--- src/rtl/jam_cost_if.sv ---
// Bus between the permutation generator / cost table (master) and the
// cost tracker (slave).
interface jam_cost_if #(
   parameter int unsigned N   = 8,
   parameter int unsigned IW  = $clog2(N),
   parameter int unsigned CW  = 7,
   parameter int unsigned SW  = 10,
   parameter int unsigned MCW = 16,
   parameter int unsigned PW  = 16
) ();
   logic            start;
   logic            clear;
   logic [N*IW-1:0] arrange;
   logic [IW-1:0]   W;
   logic [IW-1:0]   J;
   logic [CW-1:0]   Cost;
   logic [SW-1:0]   MinCost;
   logic [MCW-1:0]  MatchCount;
   logic [PW-1:0]   BestIdx;
   logic            busy;
   logic            done;

   modport master (
      output start, clear, arrange, Cost,
      input  W, J, MinCost, MatchCount, BestIdx, busy, done
   );

   modport slave (
      input  start, clear, arrange, Cost,
      output W, J, MinCost, MatchCount, BestIdx, busy, done
   );
endinterface

--- src/rtl/jam_cost_tracker.sv ---
// Sums the worker/job costs of one permutation per evaluation and tracks the
// minimum total, how many permutations hit it, and the first one that did.
module jam_cost_tracker #(
   parameter int unsigned N   = 8,
   parameter int unsigned IW  = $clog2(N),
   parameter int unsigned CW  = 7,
   parameter int unsigned SW  = 10,
   parameter int unsigned MCW = 16,
   parameter int unsigned PW  = 16
) (
   input logic         CLK,
   input logic         RST,
   jam_cost_if.slave   bus
);

   typedef enum logic [1:0] {IDLE, ACC, CMP} state_t;

   localparam logic [IW-1:0] LAST = IW'(N - 1);

   state_t         state_q, state_d;
   logic [IW-1:0]  arr_q [N];
   logic [IW-1:0]  arr_d [N];
   logic [IW-1:0]  arr_in [N];
   logic [IW-1:0]  w_q, w_d;
   logic [IW-1:0]  j_q, j_d;
   logic [IW-1:0]  w_inc;
   logic [SW-1:0]  sum_q, sum_d;
   logic [SW-1:0]  min_q, min_d;
   logic [MCW-1:0] cnt_q, cnt_d;
   logic [PW-1:0]  perm_q, perm_d;
   logic [PW-1:0]  best_q, best_d;
   logic           busy_q, busy_d;
   logic           done_q, done_d;

   // Unpack the incoming permutation into one slot per worker.
   always_comb begin : unpack_arrange
      for (int k = 0; k < N; k++) begin
         arr_in[k] = bus.arrange[k*IW +: IW];
      end
   end

   assign w_inc = w_q + IW'(1);

   // The W register doubles as the worker counter k; J is prefetched one
   // cycle ahead so both lookup indices leave the block straight from flops.
   always_comb begin : next_state
      state_d = state_q;
      arr_d   = arr_q;
      w_d     = w_q;
      j_d     = j_q;
      sum_d   = sum_q;
      min_d   = min_q;
      cnt_d   = cnt_q;
      perm_d  = perm_q;
      best_d  = best_q;
      busy_d  = busy_q;
      done_d  = 1'b0;

      case (state_q)
         IDLE: begin
            if (bus.clear) begin
               min_d  = '1;
               cnt_d  = '0;
               perm_d = '0;
               best_d = '0;
            end
            if (bus.start) begin
               arr_d   = arr_in;
               sum_d   = '0;
               w_d     = '0;
               j_d     = arr_in[0];
               busy_d  = 1'b1;
               state_d = ACC;
            end
         end

         ACC: begin
            sum_d = sum_q + SW'(bus.Cost);
            if (w_q == LAST) begin
               w_d     = '0;
               j_d     = '0;
               state_d = CMP;
            end else begin
               w_d = w_inc;
               j_d = arr_q[w_inc];
            end
         end

         CMP: begin
            if (sum_q < min_q) begin
               min_d  = sum_q;
               cnt_d  = MCW'(1);
               best_d = perm_q;
            end else if (sum_q == min_q) begin
               if (cnt_q != '1) begin
                  cnt_d = cnt_q + MCW'(1);
               end
            end
            perm_d  = perm_q + PW'(1);
            busy_d  = 1'b0;
            done_d  = 1'b1;
            state_d = IDLE;
         end

         default: begin
            state_d = IDLE;
         end
      endcase
   end

   always_ff @(posedge CLK or posedge RST) begin : regs
      if (RST) begin
         state_q <= IDLE;
         arr_q   <= '{default: '0};
         w_q     <= '0;
         j_q     <= '0;
         sum_q   <= '0;
         min_q   <= '1;
         cnt_q   <= '0;
         perm_q  <= '0;
         best_q  <= '0;
         busy_q  <= 1'b0;
         done_q  <= 1'b0;
      end else begin
         state_q <= state_d;
         arr_q   <= arr_d;
         w_q     <= w_d;
         j_q     <= j_d;
         sum_q   <= sum_d;
         min_q   <= min_d;
         cnt_q   <= cnt_d;
         perm_q  <= perm_d;
         best_q  <= best_d;
         busy_q  <= busy_d;
         done_q  <= done_d;
      end
   end

   assign bus.W          = w_q;
   assign bus.J          = j_q;
   assign bus.MinCost    = min_q;
   assign bus.MatchCount = cnt_q;
   assign bus.BestIdx    = best_q;
   assign bus.busy       = busy_q;
   assign bus.done       = done_q;

endmodule

--- src/flat_wrapper.sv ---
// flat-port wrapper written by rule: the top's interface ports become plain ports
module jam_cost_tracker_flat 
#(
   parameter int unsigned N   = 8,
   parameter int unsigned IW  = $clog2(N),
   parameter int unsigned CW  = 7,
   parameter int unsigned SW  = 10,
   parameter int unsigned MCW = 16,
   parameter int unsigned PW  = 16
)
  (CLK, RST, bus_start, bus_clear, bus_arrange, bus_Cost, bus_W, bus_J, bus_MinCost, bus_MatchCount, bus_BestIdx, bus_busy, bus_done);
  jam_cost_if #(.N(N), .IW(IW), .CW(CW), .SW(SW), .MCW(MCW), .PW(PW)) bus_i ();
  input logic CLK;
  input logic RST;
  input wire logic [$bits(bus_i.start)-1:0] bus_start;
  input wire logic [$bits(bus_i.clear)-1:0] bus_clear;
  input wire logic [$bits(bus_i.arrange)-1:0] bus_arrange;
  input wire logic [$bits(bus_i.Cost)-1:0] bus_Cost;
  output wire logic [$bits(bus_i.W)-1:0] bus_W;
  output wire logic [$bits(bus_i.J)-1:0] bus_J;
  output wire logic [$bits(bus_i.MinCost)-1:0] bus_MinCost;
  output wire logic [$bits(bus_i.MatchCount)-1:0] bus_MatchCount;
  output wire logic [$bits(bus_i.BestIdx)-1:0] bus_BestIdx;
  output wire logic [$bits(bus_i.busy)-1:0] bus_busy;
  output wire logic [$bits(bus_i.done)-1:0] bus_done;
  assign bus_i.start = bus_start;
  assign bus_i.clear = bus_clear;
  assign bus_i.arrange = bus_arrange;
  assign bus_i.Cost = bus_Cost;
  assign bus_W = bus_i.W;
  assign bus_J = bus_i.J;
  assign bus_MinCost = bus_i.MinCost;
  assign bus_MatchCount = bus_i.MatchCount;
  assign bus_BestIdx = bus_i.BestIdx;
  assign bus_busy = bus_i.busy;
  assign bus_done = bus_i.done;
  jam_cost_tracker #(.N(N), .IW(IW), .CW(CW), .SW(SW), .MCW(MCW), .PW(PW)) u_core (.CLK(CLK), .RST(RST), .bus(bus_i));
endmodule
--- config.mk ---
export PLATFORM = sky130hd
export DESIGN_NAME = jam_cost_tracker_flat
export DESIGN_NICKNAME = d
export VERILOG_FILES = /design/src/rtl/jam_cost_if.sv /design/src/rtl/jam_cost_tracker.sv /design/src/flat_wrapper.sv
export SDC_FILE = /design/constraint.sdc
export NUM_CORES = 1
export LEC_CHECK = 0
export ABC_CLOCK_PERIOD_IN_PS = 4700
export CORE_ASPECT_RATIO = 1.1
export CORE_MARGIN = 8
export CORE_UTILIZATION = 50
export DETAILED_ROUTE_END_ITERATION = 10
export PLACE_DENSITY = 0.82
export SETUP_SLACK_MARGIN = 0.05
export SKIP_CTS_REPAIR_TIMING = 1
export SLEW_MARGIN = 10
export SYNTH_ARGS = -nofsm -noshare
export SYNTH_HDL_FRONTEND = slang
export SYNTH_SLANG_ARGS = --single-unit
--- constraint.sdc ---
create_clock -name CLK -period 4.7 [get_ports CLK]
set_input_delay 0.94 -clock CLK [delete_from_list [all_inputs] [get_ports CLK]]
set_output_delay 0.94 -clock CLK [all_outputs]
set_load 0.03 [all_outputs]
### Word-level counts from Yosys, hierarchy flattened

Index checks and enable logic that the tools add are counted.

| storage, ports and cells | value |
|---|---|
| register bits | 102 |
| bits of input ports | 35 |
| output and inout port bits | 50 |
| word-level logic and storage cells | 74 |

| cells by class | value |
|---|---|
| add/sub/neg operators | 4 |
| order comparisons | 2 |
| equal/unequal tests | 11 |
| muxes and demuxes | 28 |
| bitwise gates (word level) | 1 |
| reduce and logical (&&, ||, !) cells | 10 |

Operator list:

| kind | number |
|---|---|
| 16-bit case mux with 2 select lines | 3 |
| 16-bit two-way mux | 5 |
| 10-bit case mux with 2 select lines | 2 |
| 16-bit by 1-bit adder with 16-bit output, second input constant | 2 |
| 10-bit two-way mux | 3 |
| 3-bit two-way mux | 6 |
| 16-bit != test, second input constant | 1 |
| 3-bit case mux with 2 select lines | 2 |
| 10-bit by 7-bit adder with 10-bit output | 1 |
| 10-bit == test | 1 |
| 10-bit < comparator | 1 |
| 2-bit AND reduction | 5 |
| 3-bit binary-select mux with 3-bit select | 1 |
| 3-bit by 1-bit != test with 1-bit output, second input constant | 2 |
| 4-bit >= comparator, second input constant | 1 |
| 2-bit two-way mux | 2 |
| 2-bit by 1-bit != test with 1-bit output, second input constant | 2 |
| 2-bit != test, second input constant | 2 |
| 3-bit inverter with 4-bit output | 1 |
| 2-bit case mux with 2 select lines | 1 |
| 4-bit AND reduction | 1 |
| 2-bit nonzero test | 2 |
| 3-bit by 1-bit adder with 3-bit output, second input constant | 1 |
| 3-bit == test, second input constant | 1 |
| other kinds (6) | 7 |

### Longest topological paths before layout

Gate-level depths: netlist of run 1.

| logic depth | value |
|---|---|
| depth in word-level cells | 7 |
| depth in mapped cells | 10 |
| gate-level depth less buffers | 9 |

### Worst setup path before layout of run 1

No wires, ideal clock.

| timing path | value |
|---|---|
| path kind | register to register |
| start | reg u_core.min_q[7], in the netlist u_core.bus.MinCost[7] |
| end | reg u_core.best_q[4], in the netlist u_core.bus.BestIdx[4] |
| library setup time | 0.130 ns |
| arrival | 2.493 ns |
| data required time | 4.570 ns |
| path slack | 2.077 ns |
| stages on the path, launching flop included | 11 |
| path buffers | 2 |
| period minus slack after synthesis | 2.623 ns |
| path through | dfstp_2 > inv_1 > ha_1 > a211oi_1 > o21ai_0 > a211oi_1 > nand2_1 > clkbuf_1 > clkbuf_1 > nand3_1 > o21ai_0 |

| on the way | value |
|---|---|
| cells in the longest elaborated chain, start to end | 3 |

RTL lines:

| item | RTL line | source |
|---|---|---|
| start: declaration | jam_cost_tracker.sv:28 | `logic [SW-1:0] min_q, min_d;` |
| start signal: assignment | jam_cost_tracker.sv:130 | `min_q <= min_d;` |
| 10-bit < comparator | jam_cost_tracker.sv:90 | `if (sum_q < min_q) begin` |
| 2-bit by 1-bit != test with 1-bit output (no line) | n/a |  |
| 3-bit AND reduction (no line) | n/a |  |
| end signal: assignment | jam_cost_tracker.sv:133 | `best_q <= best_d;` |
| end: declaration | jam_cost_tracker.sv:31 | `logic [PW-1:0] best_q, best_d;` |

Every way passes these cells.
A chain may end at the register's enable or synchronous reset.

### Final worst setup path of run 1

| timing path | value |
|---|---|
| start | reg u_core.min_q[7], in the netlist u_core.bus.MinCost[7] |
| end | reg u_core.best_q[12], in the netlist u_core.bus.BestIdx[12] |

Same word-level chain as after synthesis.

==> results of run 1 <==
-- through the flow --
stage          instance area [um2]  worst slack, ns  instances  utilization [%]
3_5_place_dp                  6000             1.52        734             60.7
3_3_place_gp                  6000             1.67        734             60.7
4_1_cts                       6230             1.47        750             63.0
6_report                      6230             1.45        750             63.0
2_1_floorplan                 5080             1.10        551                -
5_1_grt                       6230             1.07        750             63.0
-- synthesized netlist by cell type, types with 2 or more instances --
master      n
nor3b_1     5
clkbuf_1   21
nor4_1      5
xnor2_1     6
inv_1      37
and3_2      2
nor2b_1     2
or3_1       4
nand3_1    40
a21o_1      9
dfstp_2    10
xor2_1      2
and4_1      2
nand2_1   116
nand4_1     4
o21a_1      2
and2_1      3
ha_1       21
dfrtp_1    92
nand2b_1    4
o21ai_0    59
buf_2       3
nor3_1      8
a211oi_1    4
nor2_1     27
mux2i_1     4
o31ai_1     9
mux4_2      6
a21oi_1     7
a31oi_1    12
nand3b_1    2
o311ai_0    2
o211ai_1    3
and3_1      8
-- final cells by class --
type | count | area, um2
fillers | 816 | 3660
inverters | 37 | 141
repair buffers | 88 | 871
well taps | 120 | 150
multi-input cells | 387 | 2280
clock buffers | 10 | 138
flip-flops and latches | 102 | 2560
clock inverters | 6 | 91.3
-- layout by cell type (no fill, tap or decap), types with 3 or more instances in the layout --
cell type	instances
nand2_1	116
dfrtp_1	92
clkdlybuf4s50_1	84
o21ai_0	59
nand3_1	40
inv_1	36
nor2_1	27
ha_1	21
a31oi_1	12
clkbuf_8	10
dfstp_2	10
a21o_1	9
o31ai_1	9
and3_1	8
nor3_1	8
a21oi_1	7
xnor2_1	6
mux4_2	6
nor4_1	5
nor3b_1	5
nand2b_1	4
nand4_1	4
a211oi_1	4
or3_1	4
mux2i_1	4
buf_4	4
and2_1	3
o211ai_1	3
-- power by group --
group / switching, mW / leakage [nW] / internal [mW]
Combinational: 0.743 / 1.46 / 0.551
Clock: 0.303 / 0.117 / 0.318
Sequential: 0.183 / 1.32 / 1.12
Total: 1.23 / 2.89 / 1.99
-- worst max-delay path by stage --
stage / startpoint / end / cells past startpoint
after global placement: bus_Cost[0] / u_core.sum_q[6] / 10
after global routing: u_core.bus.MinCost[7] / u_core.bus.BestIdx[12] / 9
after CTS: u_core.bus.MinCost[7] / u_core.bus.BestIdx[2] / 9
after floorplan: RST / u_core.arr_q[0] / 1
after detailed placement: u_core.bus.MinCost[7] / u_core.bus.BestIdx[7] / 9
final: u_core.bus.MinCost[7] / u_core.bus.BestIdx[12] / 9
-- sequential cells by signal, indices dropped and copies added (netlist names) --
| signal | cells |
|---|---|
| u_core.bus.busy | 1 |
| u_core.bus.MinCost | 10 |
| u_core.state_q | 2 |
| u_core.perm_q | 16 |
| u_core.arr_q | 24 |
| u_core.bus.MatchCount | 16 |
| u_core.bus.done | 1 |
| u_core.bus.W | 3 |
| u_core.bus.BestIdx | 16 |
| u_core.bus.J | 3 |
| u_core.sum_q | 10 |
-- worst max-delay path, stage by stage, from the launching register on --
cell      delay [ns]
dfstp_2         0.54
inv_1           0.05
ha_1            0.32
a211oi_1        0.26
o21ai_0         0.13
a211oi_1        0.60
nand2_1         0.60
buf_4           0.40
nand3_1         0.10
o21ai_0         0.12
-- per-layer routing --
layer	vias up	wire length (um)	GRT usage, %	share of wire, %
li1	2044	-	-	-
met2	114	5690	29.9	49
met1	2032	5020	22.1	43
met3	12	767	4.50	6.6
met4	0	153	5.99	1.3
met5	-	0	0	0
-- cells by family after synthesis --
kind of cell	Yosys count	synth area share, %
muxes	10	3.45
AOI/OAI and AO/OA	111	13.1
buffers and inverters	62	4.66
and+or+nand+nor	236	21.4
DFF	102	50.5
adders and majority gates	22	5.57
xor gates and xnor gates	8	1.38
==> impl_metrics.toml, run 1 <==
[clock_tree]
cts_buffers = 9
root_buffer = "clkbuf_8"
h-tree-depth = 3
cts_buffer_depth = 2
cts_num_sinks = 102
worst_setup_hold_path_clk_slew_ns = 0.10
cts_tree = "yes"
insertion_delay_of_the_later_clocked_pin_in_the_worst_skew_pair_ns = 0.37

[global_routing]
global_route.usage.total_pct = 17.8
globalRoute.totalOverflow = 0
grt_first_pass_wirelength_mm = 19.9
grt_antenna_before_repair = 0
grt_start_max_net_pins = 54
via_count_of_the_first_global_routing_pass = 4258

[floorplan]
die_area_um2 = 13600
die-width_um = 112
top_level_ports = 85
num_rows = 38
die_h_um = 122
core_um2 = 9890
initial_core_utilization_pct = 51.4

[yosys]
synth_top_cells_by_area = "dfrtp_1 45%, nand2_1 8.6%, o21ai_0 5.8%"
synth.ff_latch_count = 102
dominantRegCellSynth = "dfrtp_1"
synthCells = 551
synth.cell_area_um2 = 5080
synth_cell_type_count = 44
synthArstFlopShare_pct = 100
synth_area_per_cell_um2 = 9.22
yosys_warnings = 0
synth_top_cell_area_share_pct = 45.3
post-synth-top-area-cell = "dfrtp_1"
syn-num-nets = 608
synth.yosys.seq_area_share_pct = 50.5
synth_edf_count = 0

[sta]
fin_crit_ns = 3.25
grt_setup_unrepaired = "false"
layout_worst_path_cycle_share_pct = 69.1
finalClockSkew_ns = 0.00978
final-setup-viol-count = 0
slew_headroom_pct = 31.6
fin_tns_setup_ns = 0
pins_over_slew_limit = 0
max_clock_freq_mhz = 308
final.hold.worst_slack_ns = 0.484
timing.final.hold_violations = 0
tightestPinTransition_ns = 1.02

[worst_setup_path]
regToRegEndpoint = "u_core.bus.BestIdx[12]"
critPathArrivalTime_ns = 3.49
worst-setup-path-type = "reg2reg"
worstSetupStartpointType = "flip-flop"
worst-endpoint-required_ns = 4.95
setup.reg_to_reg.worst_slack_ns = 1.45
critical_path.max_fanout = 28
crit_path_end_kind = "flip-flop"
rr_startpoint = "u_core.bus.MinCost[7]"
rr_worst_depth = 9

[placement]
numPortBuffers = 84
post-dp-hpwl_mm = 8.80
gp_routability_congestion = 0.828

[routing]
drt-wirelength-per-cell_um = 15.5
wl_mm = 11.6
drt_pass1_iterations = 5
viasPerCell = 5.60
dr.first_iter.drc_count = 222
detailroute.via_count = 4202
drc_errors = 0
antenna_violation_net_count_after_detailed_routing = 0

[layout]
finalNetCount = 682
count_of_inserted_antenna_diode_cells = 0
area.growth.synth_to_final_pct = 22.7
layout-drive-gt1-share_pct = 6.67

[hold_path]
min-delay-path-class = "reg2reg"
worstHoldPathCells = 2
worst_hold_path.endpoint = "u_core.arr_q[15]"
holdCritStartpoint = "u_core.arr_q[15]"

[power_and_ir_drop]
p_total_mw = 3.22
total_leakage_power_nw = 2.89
power_density_nw_per_um2 = 516
vdd.ir_drop.worst_mv = 0.358

[status]
run_status = "finished, final reports clean"

[run]
drv_cap = 0
No activity file was read; power rests on OpenSTA's default activity.
==> run 2: changes to the inputs <==
--- a/config.mk
+++ b/config.mk
@@ -5,10 +5,10 @@
 export SDC_FILE = /design/constraint.sdc
 export NUM_CORES = 1
 export LEC_CHECK = 0
-export ABC_CLOCK_PERIOD_IN_PS = 4700
+export ABC_CLOCK_PERIOD_IN_PS = 2900
 export CORE_ASPECT_RATIO = 1.1
 export CORE_MARGIN = 8
-export CORE_UTILIZATION = 50
+export CORE_UTILIZATION = 48
 export DETAILED_ROUTE_END_ITERATION = 10
 export PLACE_DENSITY = 0.82
 export SETUP_SLACK_MARGIN = 0.05
==> constraint.sdc (replaced) <==
create_clock -name CLK -period 2.9 [get_ports CLK]
set_input_delay 0.58 -clock CLK [delete_from_list [all_inputs] [get_ports CLK]]
set_output_delay 0.58 -clock CLK [all_outputs]
set_load 0.03 [all_outputs]
==> impl_metrics.toml, run 2 (synthesis gave the netlist of run 1 again) <==
[layout]
final_common_cell = "nand2_1"
finalNetCount = 690
fin_util_pct = 62.5
area.growth.synth_to_final_pct = 27.2
largest_register_ffs = 24
max_flop_register = "u_core.arr_q"
layout-drive-gt1-share_pct = 7.84
count_of_inserted_antenna_diode_cells = 0
final_cell_mix = "116 x nand2_1, 92 x dfrtp_1, 84 x clkdlybuf4s50_1"

[routing]
drt_pass1_iterations = 5
wl_mm = 11.8
antenna_violation_net_count_after_detailed_routing = 0
drt-wirelength-per-cell_um = 15.1
drc_errors = 0
detailroute.via_count = 4245
viasPerCell = 5.44
dr.first_iter.drc_count = 244

[worst_setup_path]
critical_path.max_fanout = 14
setup.reg_to_reg.worst_slack_ns = 0.27
crit_path_end_kind = "flip-flop"
worst-setup-path-type = "reg2reg"
rr_worst_depth = 8
worstSetupStartpointType = "flip-flop"
critPathArrivalTime_ns = 2.88
worst-endpoint-required_ns = 3.15

[hold_path]
min-delay-path-class = "reg2reg"
worstHoldPathCells = 2

[power_and_ir_drop]
vdd.ir_drop.worst_mv = 0.760
power_report.internal_total_mw = 3.62
total_leakage_power_nw = 2.98
p_total_mw = 5.66
p_clk_share_pct = 24.7
switching_share_pct = 36.0
power.combinational.fraction_pct = 38.0
power_switching_mw = 2.04
power_density_nw_per_um2 = 875
p_seq_share_pct = 37.3

[clock_tree]
worst_setup_hold_path_clk_slew_ns = 0.07
insertion_delay_of_the_later_clocked_pin_in_the_worst_skew_pair_ns = 0.34
h-tree-depth = 3
root_buffer = "clkbuf_16"
cts_tree = "yes"
cts_buffer_depth = 2
cts_num_sinks = 102
cts_buffers = 9

[floorplan]
die_area_um2 = 14100
core_um2 = 10300
num_rows = 39
initial_core_utilization_pct = 49.1
top_level_ports = 85
die_h_um = 124
die-width_um = 114

[sta]
finalClockSkew_ns = 0.00898
fin_tns_setup_ns = 0
slew_headroom_pct = 42.0
grt_setup_unrepaired = "false"
final-setup-viol-count = 0
timing.final.hold_violations = 0
max_clock_freq_mhz = 380
final.hold.worst_slack_ns = 0.472
layout_worst_path_cycle_share_pct = 90.8
tightestPinTransition_ns = 0.871
pins_over_slew_limit = 0
fin_crit_ns = 2.63

[global_routing]
grt_first_pass_wirelength_mm = 19.8
global_route.usage.total_pct = 17.3
grt_antenna_before_repair = 0
globalRoute.totalOverflow = 0
via_count_of_the_first_global_routing_pass = 4171
grt_start_max_net_pins = 103

[placement]
gp_routability_congestion = 0.825
numPortBuffers = 84
post-dp-hpwl_mm = 8.74

[status]
run_status = "finished, final reports clean"

[run]
drv_cap = 0
-- run 2: changes by cell type in the layout (fill, tap and decap cells not counted), sizes merged --
cell	change
bufinv	+1
clkinv	-2
buf	+8
clkinvlp	+2
inv	-1
-- run 2: final cells by class --
type,instances,area [um2]
clock buffer,10,239
multi-input combinational,387,2280
timing repair buffer,96,943
tap,143,179
sequential,102,2560
clock inverter,6,115
fill,888,3880
inverter,37,143
-- run 2: stage by stage --
step | worst slack, ns | area (um2) | std cells
after floorplan | 0.277 | 5080 | 551
after global placement | 0.228 | 6110 | 765
after detailed placement | 0.137 | 6110 | 765
after CTS | 0.269 | 6460 | 781
after global routing | 0.0883 | 6460 | 781
final | 0.268 | 6460 | 781
-- run 2: per-layer routing --
layer / vias up / GRT usage (%) / routed length [um]
met2: 125 / 30.0 / 5900
met1: 2040 / 21.0 / 5060
met3: 11 / 4.27 / 705
met5: - / 0 / 0
met4: 0 / 4.91 / 116
li1: 2069 / - / -
-- run 2: power by group through the flow --
stage	logic, mW	registers (mW)	clock network [mW]
floorplan	1.34	2.24	0
global placement	2.06	2.11	0
detailed placement	2.15	2.13	0
CTS	2.17	2.11	1.42
global route	2.39	2.16	1.47
finish	2.15	2.11	1.40
-- run 2: worst paths after layout --
kind | startpoint | to
setup / recovery | u_core.bus.MinCost[7] | u_core.bus.MatchCount[10]
hold / removal | u_core.arr_q[17] | u_core.arr_q[17]
setup reg to reg | u_core.bus.MinCost[7] | u_core.bus.MatchCount[10]
hold reg to reg | u_core.arr_q[17] | u_core.arr_q[17]
max in group asynchronous | RST | u_core.bus.MinCost[8]
min in group asynchronous | RST | u_core.bus.BestIdx[6]
-- run 2: critical path: stages, from the launching register on --
cell	delay (ns)
dfstp_2	0.53
inv_1	0.05
ha_1	0.31
nand4_1	0.13
nor4_1	0.33
o41a_1	0.24
or2b_1	0.41
or3_2	0.46
o21ai_0	0.08
==> run 3: changes to the inputs <==
--- a/config.mk
+++ b/config.mk
@@ -13,6 +13,7 @@
 export PLACE_DENSITY = 0.82
 export SETUP_SLACK_MARGIN = 0.05
 export SKIP_CTS_REPAIR_TIMING = 1
+export SKIP_LAST_GASP = 1
 export SLEW_MARGIN = 10
 export SYNTH_ARGS = -nofsm -noshare
 export SYNTH_HDL_FRONTEND = slang
==> results of run 3 <==
No change in the layout: final DEF, timing and power equal those of run 2.
